## config.mk

```make
export PLATFORM = sky130hd
export DESIGN_NAME = uart_rx
export DESIGN_NICKNAME = d
export VERILOG_FILES = /design/src/rtl/uart_pkg.sv /design/src/rtl/uart_rx_sync.sv /design/src/rtl/uart_rx.sv
export SDC_FILE = /design/constraint.sdc
export NUM_CORES = 1
export LEC_CHECK = 0
export ABC_AREA = 1
export BUFFER_PORTS_ARGS = -buffer_cell sky130_fd_sc_hd__buf_2
export CAP_MARGIN = 40
export CORE_ASPECT_RATIO = 0.7
export CORE_UTILIZATION = 40
export CTS_CLUSTER_SIZE = 40
export DETAILED_ROUTE_END_ITERATION = 8
export PLACE_DENSITY = 0.61
export SYNTH_ARGS = -nofsm -noshare
export SYNTH_HDL_FRONTEND = slang
export SYNTH_SLANG_ARGS = --single-unit
```

## constraint.sdc

```tcl
create_clock -name uart_clock -period 1.5 [get_ports uart_clock]
set_input_delay 0.3 -clock uart_clock [delete_from_list [all_inputs] [get_ports uart_clock]]
set_output_delay 0.3 -clock uart_clock [all_outputs]
set_load 0.01 [all_outputs]
```

## src/rtl/uart_pkg.sv

```systemverilog
// Shared UART definitions: receiver state encoding, data width and the
// bit-period helper used by both uart_rx and uart_tx.
package uart_pkg;

    localparam int DATA_BITS = 8;

    typedef enum logic [2:0] {
        ST_IDLE  = 3'd0,
        ST_START = 3'd1,
        ST_DATA  = 3'd2,
        ST_STOP  = 3'd3,
        ST_BREAK = 3'd4
    } uart_rx_state_t;

    // Whole clock cycles per serial bit; a zero baud rate yields 0 so the
    // caller's range check trips instead of a divide-by-zero.
    function automatic int unsigned calc_clks_per_bit(input int unsigned clk_hz,
                                                      input int unsigned baud);
        if (baud == 0) begin
            return 0;
        end
        return clk_hz / baud;
    endfunction

endpackage

```

## src/rtl/uart_rx_sync.sv

```systemverilog
// N-flop synchronizer for an asynchronous input; the reset value lets an
// idle-high line read as idle straight out of reset.
module uart_rx_sync #(
    parameter int   N         = 2,
    parameter logic RESET_VAL = 1'b1
) (
    input  logic i_clk,
    input  logic i_rst,
    input  logic i_d,
    output logic o_q
);

    generate
        if (N < 2) begin : g_bad_depth
            $error("uart_rx_sync: N must be at least 2");
        end
    endgenerate

    logic [N-1:0] r_sync;

    always_ff @(posedge i_clk) begin
        if (i_rst) begin
            r_sync <= {N{RESET_VAL}};
        end else begin
            r_sync <= {r_sync[N-2:0], i_d};
        end
    end

    assign o_q = r_sync[N-1];

endmodule

```

## src/rtl/uart_rx.sv

```systemverilog
// 8N1 UART receiver: mid-bit sampling, false-start rejection, framing-error
// detection and a break state that waits for the line to return high.
module uart_rx
    import uart_pkg::*;
#(
    parameter logic [23:0] baud_rate  = 24'd2000000,
    parameter logic [27:0] clock_freq = 28'd100000000
) (
    input  logic           uart_clock,
    input  logic           uart_reset,
    input  logic           uart_d_in,
    output logic [7:0]     uart_d_out,
    output logic           uart_rx_valid,
    output logic           uart_frame_error,
    output logic           uart_rx_busy,
    output uart_rx_state_t o_dbg_state
);

    localparam int unsigned CLKS_PER_BIT = calc_clks_per_bit(32'(clock_freq), 32'(baud_rate));
    localparam int unsigned HALF_BIT     = CLKS_PER_BIT / 2;
    localparam logic [23:0] LAST_TICK    = 24'(CLKS_PER_BIT - 1);
    localparam logic [23:0] HALF_TICK    = 24'(HALF_BIT - 1);
    localparam logic [3:0]  LAST_BIT     = 4'(DATA_BITS - 1);

    generate
        if (CLKS_PER_BIT < 4) begin : g_bad_ratio
            $error("uart_rx: clock_freq / baud_rate must be at least 4");
        end
    endgenerate

    logic w_rx_s;

    uart_rx_sync #(
        .N         (2),
        .RESET_VAL (1'b1)
    ) u_sync (
        .i_clk (uart_clock),
        .i_rst (uart_reset),
        .i_d   (uart_d_in),
        .o_q   (w_rx_s)
    );

    uart_rx_state_t r_state;
    logic [23:0]    r_clk_count;
    logic [3:0]     r_bit_count;
    logic [7:0]     r_shift;
    logic [7:0]     r_d_out;
    logic           r_valid;
    logic           r_frame_error;
    logic           r_busy;
    logic           r_load_pend;
    logic           r_err_pend;

    // The stop-bit verdict is latched into a pending flag so the FSM is
    // already back in Idle (ready for a back-to-back start bit) while the
    // result is published on the following edge.
    always_ff @(posedge uart_clock) begin
        if (uart_reset) begin
            r_state       <= ST_IDLE;
            r_clk_count   <= 24'd0;
            r_bit_count   <= 4'd0;
            r_shift       <= 8'h00;
            r_d_out       <= 8'h00;
            r_valid       <= 1'b0;
            r_frame_error <= 1'b0;
            r_busy        <= 1'b0;
            r_load_pend   <= 1'b0;
            r_err_pend    <= 1'b0;
        end else begin
            r_valid       <= r_load_pend;
            r_frame_error <= r_err_pend;
            r_load_pend   <= 1'b0;
            r_err_pend    <= 1'b0;
            if (r_load_pend) begin
                r_d_out <= r_shift;
            end

            case (r_state)
                ST_IDLE: begin
                    r_clk_count <= 24'd0;
                    if (!w_rx_s) begin
                        r_state <= ST_START;
                        r_busy  <= 1'b1;
                    end
                end

                ST_START: begin
                    if (r_clk_count == HALF_TICK) begin
                        r_clk_count <= 24'd0;
                        r_bit_count <= 4'd0;
                        if (!w_rx_s) begin
                            r_state <= ST_DATA;
                        end else begin
                            r_state <= ST_IDLE;
                            r_busy  <= 1'b0;
                        end
                    end else begin
                        r_clk_count <= r_clk_count + 24'd1;
                    end
                end

                ST_DATA: begin
                    if (r_clk_count == LAST_TICK) begin
                        r_clk_count <= 24'd0;
                        r_shift     <= {w_rx_s, r_shift[7:1]};
                        r_bit_count <= r_bit_count + 4'd1;
                        if (r_bit_count == LAST_BIT) begin
                            r_state <= ST_STOP;
                        end
                    end else begin
                        r_clk_count <= r_clk_count + 24'd1;
                    end
                end

                ST_STOP: begin
                    if (r_clk_count == LAST_TICK) begin
                        r_clk_count <= 24'd0;
                        if (w_rx_s) begin
                            r_load_pend <= 1'b1;
                            r_state     <= ST_IDLE;
                            r_busy      <= 1'b0;
                        end else begin
                            r_err_pend <= 1'b1;
                            r_state    <= ST_BREAK;
                        end
                    end else begin
                        r_clk_count <= r_clk_count + 24'd1;
                    end
                end

                ST_BREAK: begin
                    r_clk_count <= 24'd0;
                    if (w_rx_s) begin
                        r_state <= ST_IDLE;
                        r_busy  <= 1'b0;
                    end
                end

                default: begin
                    r_state     <= ST_IDLE;
                    r_clk_count <= 24'd0;
                    r_busy      <= 1'b0;
                end
            endcase
        end
    end

    assign uart_d_out       = r_d_out;
    assign uart_rx_valid    = r_valid;
    assign uart_frame_error = r_frame_error;
    assign uart_rx_busy     = r_busy;
    assign o_dbg_state      = r_state;

endmodule

```

==> results of run 1 <==
[power by group through the flow]
stage | combinational, mW | sequential, mW | clock [mW]
after CTS | 0.752 | 1.57 | 0.895
after global routing | 0.961 | 1.58 | 0.957
after floorplan | 0.512 | 1.61 | 0
after global placement | 0.725 | 1.60 | 0
after detailed placement | 0.729 | 1.60 | 0
final | 0.877 | 1.57 | 0.874
[logic make-up after synthesis]
group / share of synthesized area
buffers and inverters: 0.0680
flip-flops: 0.411
AO/OA/AOI/OAI: 0.0746
AND/OR/NAND/NOR: 0.365
XOR/XNOR: 0.0632
adder cells (fa/ha/maj): 0.0190
[timing repair]
item	4_1_cts	5_1_grt
buffers inserted	1	1
cloned	1	0
hold buffers	0	0
pin swaps	4	22
setup endpoints to repair	25	40
hold endpoints to repair	0	0
resized for setup	15	50
[through the flow]
step           std cells  total power [mW]  TNS [ns]  area (µm²)
2_1_floorplan        349              2.12         0        2630
3_3_place_gp         490              2.32    -0.225        3170
3_5_place_dp         490              2.33    -0.360        3170
4_1_cts              500              3.21  -0.00360        3330
5_1_grt              501              3.50     -3.25        3500
6_report             501              3.32    -0.376        3500
[cell usage after synthesis]
library cell / count / area (µm²)
nand3_4: 1 / 17.5
inv_4: 1 / 6.26
o21ai_1: 3 / 15.0
nand2_2: 6 / 37.5
xor2_1: 17 / 149
nand3b_1: 2 / 15.0
nand4_1: 6 / 37.5
o31ai_1: 1 / 7.51
nor3b_1: 1 / 7.51
nor2_4: 4 / 45.0
o21ai_4: 1 / 16.3
nor2_8: 1 / 20.0
buf_4: 2 / 15.0
xnor2_1: 2 / 17.5
dfxtp_1: 54 / 1080
o21ai_2: 2 / 17.5
nor3_2: 2 / 20.0
nand2_4: 2 / 22.5
or2_2: 2 / 12.5
nor3_1: 16 / 80.1
nand3_1: 21 / 105
nand3_2: 1 / 10.0
clkinv_1: 2 / 7.51
nor4_1: 2 / 12.5
nor3_4: 2 / 32.5
buf_6: 2 / 22.5
inv_1: 25 / 93.8
buf_1: 1 / 3.75
inv_2: 6 / 22.5
nor2_2: 3 / 18.8
clkbuf_1: 2 / 7.51
a21oi_1: 10 / 50.1
ha_1: 4 / 50.1
nor2_1: 81 / 304
nand2_1: 43 / 161
o21ai_0: 18 / 90.1
[area by class of cell]
cell class                      count  area, µm²  share of cell area
Sequential cell                    54       1100               0.315
Clock inverter                      3       28.8             0.00822
Inverter                           34        133              0.0379
Tap cell                           78       97.6              0.0279
Timing Repair Buffer               72        527               0.150
Clock buffer                        5       68.8              0.0197
Multi-Input combinational cell    255       1550               0.441
[worst max-delay path by stage]
stage,startpoint,to,slack [ns],cells past startpoint
5_1_grt,r_clk_count[0],o_dbg_state[2],-0.14,11
4_1_cts,r_clk_count[3],r_clk_count[17],-0.004,8
2_1_floorplan,r_clk_count[1],o_dbg_state[2],0.008,12
6_report,r_clk_count[0],r_clk_count[12],-0.04,10
3_3_place_gp,r_clk_count[0],r_clk_count[18],-0.09,8
3_5_place_dp,r_clk_count[0],r_clk_count[21],-0.07,6
[worst reg2reg max path: cells and delay by family (launching register included)]
kind            cells  cell delay, ns
compound gates      1            0.07
simple gates        6            0.62
fa+ha+maj           1            0.14
buf+inv             2            0.22
flops               1            0.39
[metal layers]
layer	vias to the layer above	wire, µm	track usage
li1	1265	-	-
met1	1089	3490	0.321
met4	0	76	0.0531
met5	-	0	0
met2	105	2380	0.233
met3	8	579	0.0360
[flip-flops by register name, summed over array words and instances, names as in the netlist]
signal            cells
u_sync.r_sync         2
uart_rx_busy          1
r_shift               8
r_clk_count          24
r_bit_count           4
uart_rx_valid         1
uart_frame_error      1
r_load_pend           1
r_err_pend            1
uart_d_out            8
o_dbg_state           3
==> results.py, run 1 <==
metrics = {
    "run_status": {
        "status": "finished, violations left",
        "violations": "setup timing",
    },
    "place": {
        "routabilityCongestion": 0.999,
        "io_buffers": 16,
        "dp_slack_ns": -0.0725,
        "hpwl_mm": 4.75,
    },
    "sta": {
        "hold_viol_final": 0,
        "tightest_slew_ns": 0.327,
        "clock.fmax_mhz": 647,
        "holdWs_ns": 0.194,
        "clock-skew-final_ns": 0.0161,
        "final_max_slew_viol_count": 0,
        "slew_headroom": 0.780,
        "setup_viol_count_final": 19,
        "rsz0062_at_grt": "yes",
        "finalCriticalPeriod_ns": 1.54,
        "min_period_over_period": 1.03,
        "final.setup.worst_slack_ns": -0.0445,
    },
    "die": {
        "initial_core_util": 0.419,
        "fp.dieW_um": 99.0,
        "io_pins": 17,
        "core.rowCount": 24,
        "die_h_um": 69.9,
        "coreArea_mm2": 0.00628,
        "die_area_mm2": 0.00692,
    },
    "cts": {
        "cts_root_buf": "clkbuf_8",
        "clk_latency_ns": 0.31,
        "cts_buffers": 5,
        "cts_tree": "built",
        "clockBufferDepth": 2,
        "h-tree-depth": 2,
        "clkTransAtPathRegs_ns": 0.11,
        "cts_sinks": 54,
    },
    "power_and_ir_drop": {
        "comb_power_share": 0.264,
        "p_sw_frac": 0.339,
        "p_clk_frac": 0.263,
        "p_leak_nw": 1.46,
        "p_int_mw": 2.19,
        "p_switching_mw": 1.13,
        "power.sequential.fraction": 0.472,
        "irDropWorstVdd_uv": 482,
        "powerDensity_mw_per_mm2": 948,
    },
    "final_layout": {
        "fin_util": 0.558,
        "mostFrequentLayoutCell": "nor2_1",
        "drive_gt1_frac": 0.376,
        "diodes": 0,
        "syn2layout_area_growth_pct": 33.0,
        "final_cell_mix": "nor2_1, buf_4, dfxtp_1",
        "final.fill_count": 546,
        "nets": 429,
    },
    "global_routing": {
        "grt_pass1_vias": 2146,
        "track_usage": 0.191,
        "gr-total-overflow": 0,
        "grt_max_degree": 20,
        "antenna_found_initial": 0,
        "grt_pass1_wl_mm": 10.3,
    },
    "setup_path": {
        "critPathKind": "reg2reg",
        "max_stage_delay_ns": 0.39,
        "crit_family": "simple AND/OR/NAND/NOR gates",
        "cp.required_ns": 1.70,
        "worstReg2RegEnd": "r_clk_count[12]",
        "cp_max_fo": 10,
        "crit_path_frequent_cell": "nor2_1",
        "reg2reg_depth": 10,
        "end_kind": "flop",
        "cp-start-kind": "flop",
        "crit_chain": "inv_2 > ha_1 > nand3_1 > nor2_1 > nand3_2 > nand2_4 > o21ai_2 > nand2_2 > buf_6 > nor2_1",
        "r2r_slack_ns": -0.04,
        "worstPathArrival_ns": 1.74,
        "slowest_stage": "dfxtp_4",
        "rr_startpoint": "r_clk_count[0]",
        "path_buf_inv": 2,
    },
    "synth": {
        "syn_inst": 349,
        "yosysUniqueCellTypes": 36,
        "synth_area_mm2": 0.00263,
        "syn-num-nets": 356,
        "synth_seq_cells": 54,
        "synth_warnings": 0,
        "synth_seq_area_share": 0.411,
        "avgSynthCellArea_um2": 7.54,
    },
    "hold_path": {
        "min_to": "u_sync.r_sync[0]",
        "hold_path_class": "in2reg",
        "hold_depth": 2,
        "hp-start": "uart_d_in",
    },
    "detailed_routing": {
        "first_pass_iters": 5,
        "drt_wl_total_mm": 6.53,
        "ant_nets": 0,
        "routedWlPerCell_um": 13.0,
        "drt_iter0_markers": 177,
        "vias_per_cell": 4.92,
        "vias": 2467,
        "drc": 0,
    },
    "job": {
        "maxCapViolations": 0,
    },
}
Note: power is estimated with default switching activity, not from simulation.
==> run 2, diff against run 1 <==
CORE_MARGIN = 2   (was not set)
==> run 2 against run 1 <==
Net effect: the run still ends with setup timing left; largest cell class unchanged; die area rose by 4.9%; routed wire length rose by 11%; count of clock-buffer cells in the layout did not move.
==> results.py, run 2 (synthesis gave the netlist of run 1 again) <==
metrics = {
    "detailed_routing": {
        "vias_per_cell": 5.12,
        "ant_nets": 0,
        "top_layer": "met4",
        "drc": 0,
        "drt_wl_total_mm": 7.23,
        "drt_iter0_markers": 189,
        "first_pass_iters": 5,
        "met2_length_mm": 3.06,
        "vias": 2533,
        "wl_met3_um": 527,
        "wl_met1_mm": 3.56,
        "routedWlPerCell_um": 14.6,
    },
    "global_routing": {
        "grt_pass1_wl_mm": 10.5,
        "gr-total-overflow": 0,
        "track_usage": 0.182,
        "grt_pass1_vias": 2227,
        "grt_max_degree": 20,
        "antenna_found_initial": 0,
    },
    "final_layout": {
        "diodes": 0,
        "final.fill_count": 563,
        "nets": 423,
        "drive_gt1_frac": 0.448,
        "syn2layout_area_growth_pct": 38.6,
        "final_cell_mix": "nor2_1, buf_4, nand2_1, dfxtp_1, inv_1",
        "regMostFlops": "r_clk_count",
        "mostFrequentLayoutCell": "nor2_1",
        "fin_util": 0.579,
        "largest_reg_flops": 24,
    },
    "setup_path": {
        "cp.required_ns": 1.71,
        "rr_startpoint": "r_clk_count[0]",
        "critPathKind": "reg2reg",
        "crit_path_start": "r_clk_count[0]",
        "crit_chain": "inv_4 > ha_4 > nand3_2 > nor2_2 > nand3_2 > nand2_4 > buf_6 > nand2_4 > a21oi_2 > nor2_1",
        "max_stage_delay_ns": 0.39,
        "worstPathArrival_ns": 1.79,
        "end_kind": "flop",
        "slowest_stage": "dfxtp_4",
        "cp-start-kind": "flop",
        "cp_max_fo": 7,
        "reg2reg_depth": 10,
    },
    "power_and_ir_drop": {
        "irDropWorstVdd_uv": 426,
        "power.sequential.fraction": 0.463,
        "p_int_mw": 2.21,
        "powerDensity_mw_per_mm2": 930,
        "p_clk_frac": 0.260,
        "p_switching_mw": 1.19,
        "p_sw_frac": 0.349,
        "comb_power_share": 0.277,
        "finalPower_mw": 3.39,
        "p_leak_nw": 1.54,
    },
    "die": {
        "initial_core_util": 0.417,
        "core.rowCount": 24,
        "die_h_um": 71.9,
        "io_pins": 17,
        "die_area_mm2": 0.00726,
        "coreArea_mm2": 0.00631,
        "fp.dieW_um": 101,
    },
    "cts": {
        "h-tree-depth": 2,
        "clockBufferDepth": 2,
        "cts_hold_buf": 0,
        "cts_root_buf": "clkbuf_8",
        "cts_buffers": 5,
        "cts_tree": "built",
        "clkTransAtPathRegs_ns": 0.11,
        "cts_sinks": 54,
        "clk_latency_ns": 0.31,
    },
    "sta": {
        "tightest_slew_ns": 0.558,
        "final.setup.worst_slack_ns": -0.0736,
        "clock.fmax_mhz": 636,
        "setup-tns-final_ns": -1.18,
        "holdWs_ns": 0.164,
        "setup_viol_count_final": 27,
        "final_max_slew_viol_count": 0,
        "finalCriticalPeriod_ns": 1.57,
        "hold_viol_final": 0,
        "rsz0062_at_grt": "yes",
        "min_period_over_period": 1.05,
        "clock-skew-final_ns": 0.0148,
        "slew_headroom": 0.625,
    },
    "job": {
        "maxCapViolations": 0,
    },
    "hold_path": {
        "hold_depth": 2,
        "hp-start": "uart_d_in",
        "hold_path_class": "in2reg",
    },
    "place": {
        "hpwl_mm": 4.63,
        "io_buffers": 16,
        "routabilityCongestion": 0.936,
        "dp_slack_ns": -0.0638,
    },
    "run_status": {
        "status": "finished, violations left",
        "violations": "setup timing",
    },
}
## run 2: cell types whose count changed in the layout (fill, tap and decap cells not counted), sizes merged
cell    before  now
buf         72   65
clkinv       4    3
inv         33   34
clkbuf       5    6
## run 2: layout make-up
class                      instances  area (µm²)  share of cell area
sequential                        54        1110               0.305
timing repair buffer              66         508               0.139
multi-input combinational        255        1700               0.466
tap                               78        97.6              0.0267
clock inverter                     3        26.3             0.00720
inverter                          34         138              0.0377
clock buffer                       5        68.8              0.0189
## run 2: routing by layer
layer / vias up / track usage
met3: 16 / 0.0449
met4: 0 / 0.0315
met2: 80 / 0.251
li1: 1248 / -
met1: 1189 / 0.287
met5: - / 0
## run 2: worst max-delay path, delay by kind of cell, from the launching register on
family	cells	cell delay, ns
AND/OR/NAND/NOR	6	0.61
flip-flops	1	0.39
adder cells (fa/ha/maj)	1	0.13
AO/OA/AOI/OAI	1	0.13
buffers and inverters	2	0.22
## run 2: power groups by stage
stage | clock network, mW | logic (mW) | registers (mW)
2_1_floorplan | 0 | 0.512 | 1.61
3_3_place_gp | 0 | 0.730 | 1.60
3_5_place_dp | 0 | 0.739 | 1.60
4_1_cts | 0.910 | 0.755 | 1.57
5_1_grt | 0.937 | 1.03 | 1.58
6_report | 0.881 | 0.941 | 1.57
## run 2: final timing paths
path / end / slack, ns
setup / recovery: r_bit_count[0] / -0.07
hold / removal: u_sync.r_sync[0] / 0.16
setup reg to reg: r_bit_count[0] / -0.07
hold reg to reg: uart_frame_error / 0.41
## run 2: what timing repair did
action | CTS | global route
setup endpoints to repair | 16 | 41
gates resized for setup | 10 | 99
buffers inserted | 0 | 2
cloned | 0 | 2
pin swaps | 3 | 29
## run 2: metrics by stage
step	std cells	instance area [µm²]
final	495	3650
after global routing	495	3650
after CTS	491	3250
after detailed placement	483	3130
after global placement	483	3130
after floorplan	349	2630
==> run 3, diff against run 2 <==
PLACE_DENSITY = 0.59   (was 0.61)
clock period = 1.7 ns   (was 1.5 ns; I/O delays follow)
==> run 3 against run 2 <==
Net effect: the run now ends clean; worst hold slack better by 0.039 ns; total power down 17%; critical path depth unchanged; sequential share of layout area up 5.4 points; sequential cell count unchanged; first-iteration DRC count down 19%; sequential power down 12%; routed wire length down 18%; critical path type unchanged; critical endpoint is now o_dbg_state[1]; highest routed layer unchanged.
==> results.py, run 3 (synthesis gave the netlist of run 1 again) <==
metrics = {
    "final_layout": {
        "syn2layout_area_growth_pct": 15.3,
        "diodes": 0,
        "regMostFlops": "r_clk_count",
        "final_cell_mix": "nor2_1, dfxtp_1, nand2_1",
        "mostFrequentLayoutCell": "nor2_1",
        "drive_gt1_frac": 0.219,
        "largest_reg_flops": 24,
        "nets": 390,
    },
    "global_routing": {
        "gr-total-overflow": 0,
        "track_usage": 0.174,
        "antenna_found_initial": 0,
        "grt_max_degree": 23,
        "grt_pass1_vias": 2059,
        "grt_pass1_wl_mm": 9.96,
    },
    "sta": {
        "hold_viol_final": 0,
        "finalCriticalPeriod_ns": 1.62,
        "final.setup.worst_slack_ns": 0.0776,
        "clock-skew-final_ns": 0.00684,
        "setup_viol_count_final": 0,
        "clock.fmax_mhz": 616,
        "min_period_over_period": 0.954,
        "setup-tns-final_ns": 0,
        "final_max_slew_viol_count": 0,
        "holdWs_ns": 0.203,
        "tightest_slew_ns": 0.380,
        "rsz0062_at_grt": "no",
        "slew_headroom": 0.744,
    },
    "die": {
        "io_pins": 17,
        "die_h_um": 71.9,
        "coreArea_mm2": 0.00631,
        "fp.dieW_um": 101,
        "die_area_mm2": 0.00726,
        "core.rowCount": 24,
        "initial_core_util": 0.417,
    },
    "job": {
        "maxCapViolations": 0,
    },
    "place": {
        "dp_slack_ns": 0.0753,
        "hpwl_mm": 4.32,
        "io_buffers": 16,
        "routabilityCongestion": 0.902,
    },
    "setup_path": {
        "cp_max_fo": 6,
        "rr_startpoint": "r_clk_count[1]",
        "reg2reg_depth": 10,
        "cp.required_ns": 1.92,
        "crit_path_start": "r_clk_count[1]",
        "critPathKind": "reg2reg",
        "worstReg2RegEnd": "o_dbg_state[1]",
        "crit_end": "o_dbg_state[1]",
        "r2r_slack_ns": 0.08,
        "end_kind": "flop",
        "cp-start-kind": "flop",
        "worstPathArrival_ns": 1.84,
    },
    "cts": {
        "clkTransAtPathRegs_ns": 0.11,
        "cts_hold_buf": 0,
        "cts_sinks": 54,
        "cts_buffers": 5,
        "cts_root_buf": "clkbuf_8",
        "clockBufferDepth": 2,
        "clk_latency_ns": 0.32,
        "cts_tree": "built",
        "h-tree-depth": 2,
    },
    "detailed_routing": {
        "ant_nets": 0,
        "vias_per_cell": 4.94,
        "drt_wl_total_mm": 5.90,
        "drc": 0,
        "first_pass_iters": 7,
        "routedWlPerCell_um": 12.8,
        "drt_iter0_markers": 154,
        "vias": 2283,
    },
    "power_and_ir_drop": {
        "irDropWorstVdd_uv": 428,
        "p_leak_nw": 1.23,
        "p_int_mw": 1.88,
        "power.sequential.fraction": 0.489,
        "p_clk_frac": 0.282,
        "p_sw_frac": 0.334,
        "powerDensity_mw_per_mm2": 932,
        "comb_power_share": 0.229,
        "p_switching_mw": 0.947,
    },
    "hold_path": {
        "hold_path_class": "in2reg",
    },
    "run_status": {
        "status": "complete, no violations",
    },
}
run 3: cell count changes in the layout (fill, tap and decap cells not counted), moves of 6 or more:
| cell | before | now |
|---|---|---|
| buf_4 | 42 | 15 |
| dfxtp_1 | 34 | 49 |
| dfxtp_2 | 18 | 5 |
| nand2_1 | 34 | 42 |
| nand3_1 | 13 | 20 |
| nand3_2 | 8 | 2 |
| nor2_1 | 63 | 81 |
| nor2_2 | 16 | 3 |
run 3: how the worst min path moves through the flow:
stage / from / endpoint / slack [ns] / depth (start not counted)
floorplan: r_err_pend / uart_frame_error / 0.39 / 2
global placement: r_err_pend / uart_frame_error / 0.39 / 2
detailed placement: r_err_pend / uart_frame_error / 0.40 / 2
CTS: uart_d_in / u_sync.r_sync[0] / 0.19 / 2
global route: uart_d_in / u_sync.r_sync[0] / 0.20 / 2
finish: uart_d_in / u_sync.r_sync[0] / 0.20 / 2
run 3: power groups by stage:
stage | Sequential, mW | Clock, mW | Combinational (mW)
after floorplan | 1.42 | 0 | 0.452
after CTS | 1.38 | 0.826 | 0.624
after global placement | 1.41 | 0 | 0.620
final | 1.38 | 0.798 | 0.649
after detailed placement | 1.41 | 0 | 0.620
after global routing | 1.40 | 0.862 | 0.719
run 3: timing repair:
action / in CTS / in global routing
resized for setup: 0 / 11
setup endpoints to repair: 0 / 20
setup buffers: 0 / 1
run 3: layer usage:
layer / vias to the layer above / global-route usage / routed length (µm)
li1: 1196 / - / -
met2: 66 / 0.216 / 2190
met5: - / 0 / 0
met4: 0 / 0.0450 / 55
met3: 5 / 0.0537 / 421
met1: 1016 / 0.280 / 3230
run 3: stage by stage:
stage	cells	power [mW]	util	area, µm²
final	462	2.83	0.481	3040
after global routing	462	2.98	0.481	3040
after CTS	460	2.83	0.474	2990
after floorplan	349	1.87	-	2630
after global placement	452	2.03	0.459	2890
after detailed placement	452	2.03	0.459	2890
run 3: final cells by class:
class                      count  area, µm²
fill                         648       3270
multi-input combinational    255       1400
sequential                    54       1090
timing repair buffer          33        224
inverter                      34        130
tap                           78       97.6
clock buffer                   5       68.8
clock inverter                 3       28.8
run 3: critical path: stages (launching register included):
cell and delay (ns):
dfxtp_2 0.34, inv_1 0.09, ha_1 0.16, nand2_2 0.08
nor2_4 0.12, nand3_4 0.15, buf_4 0.17, o21ai_2 0.12
nand2_1 0.07, a21oi_1 0.16, nor2_1 0.06
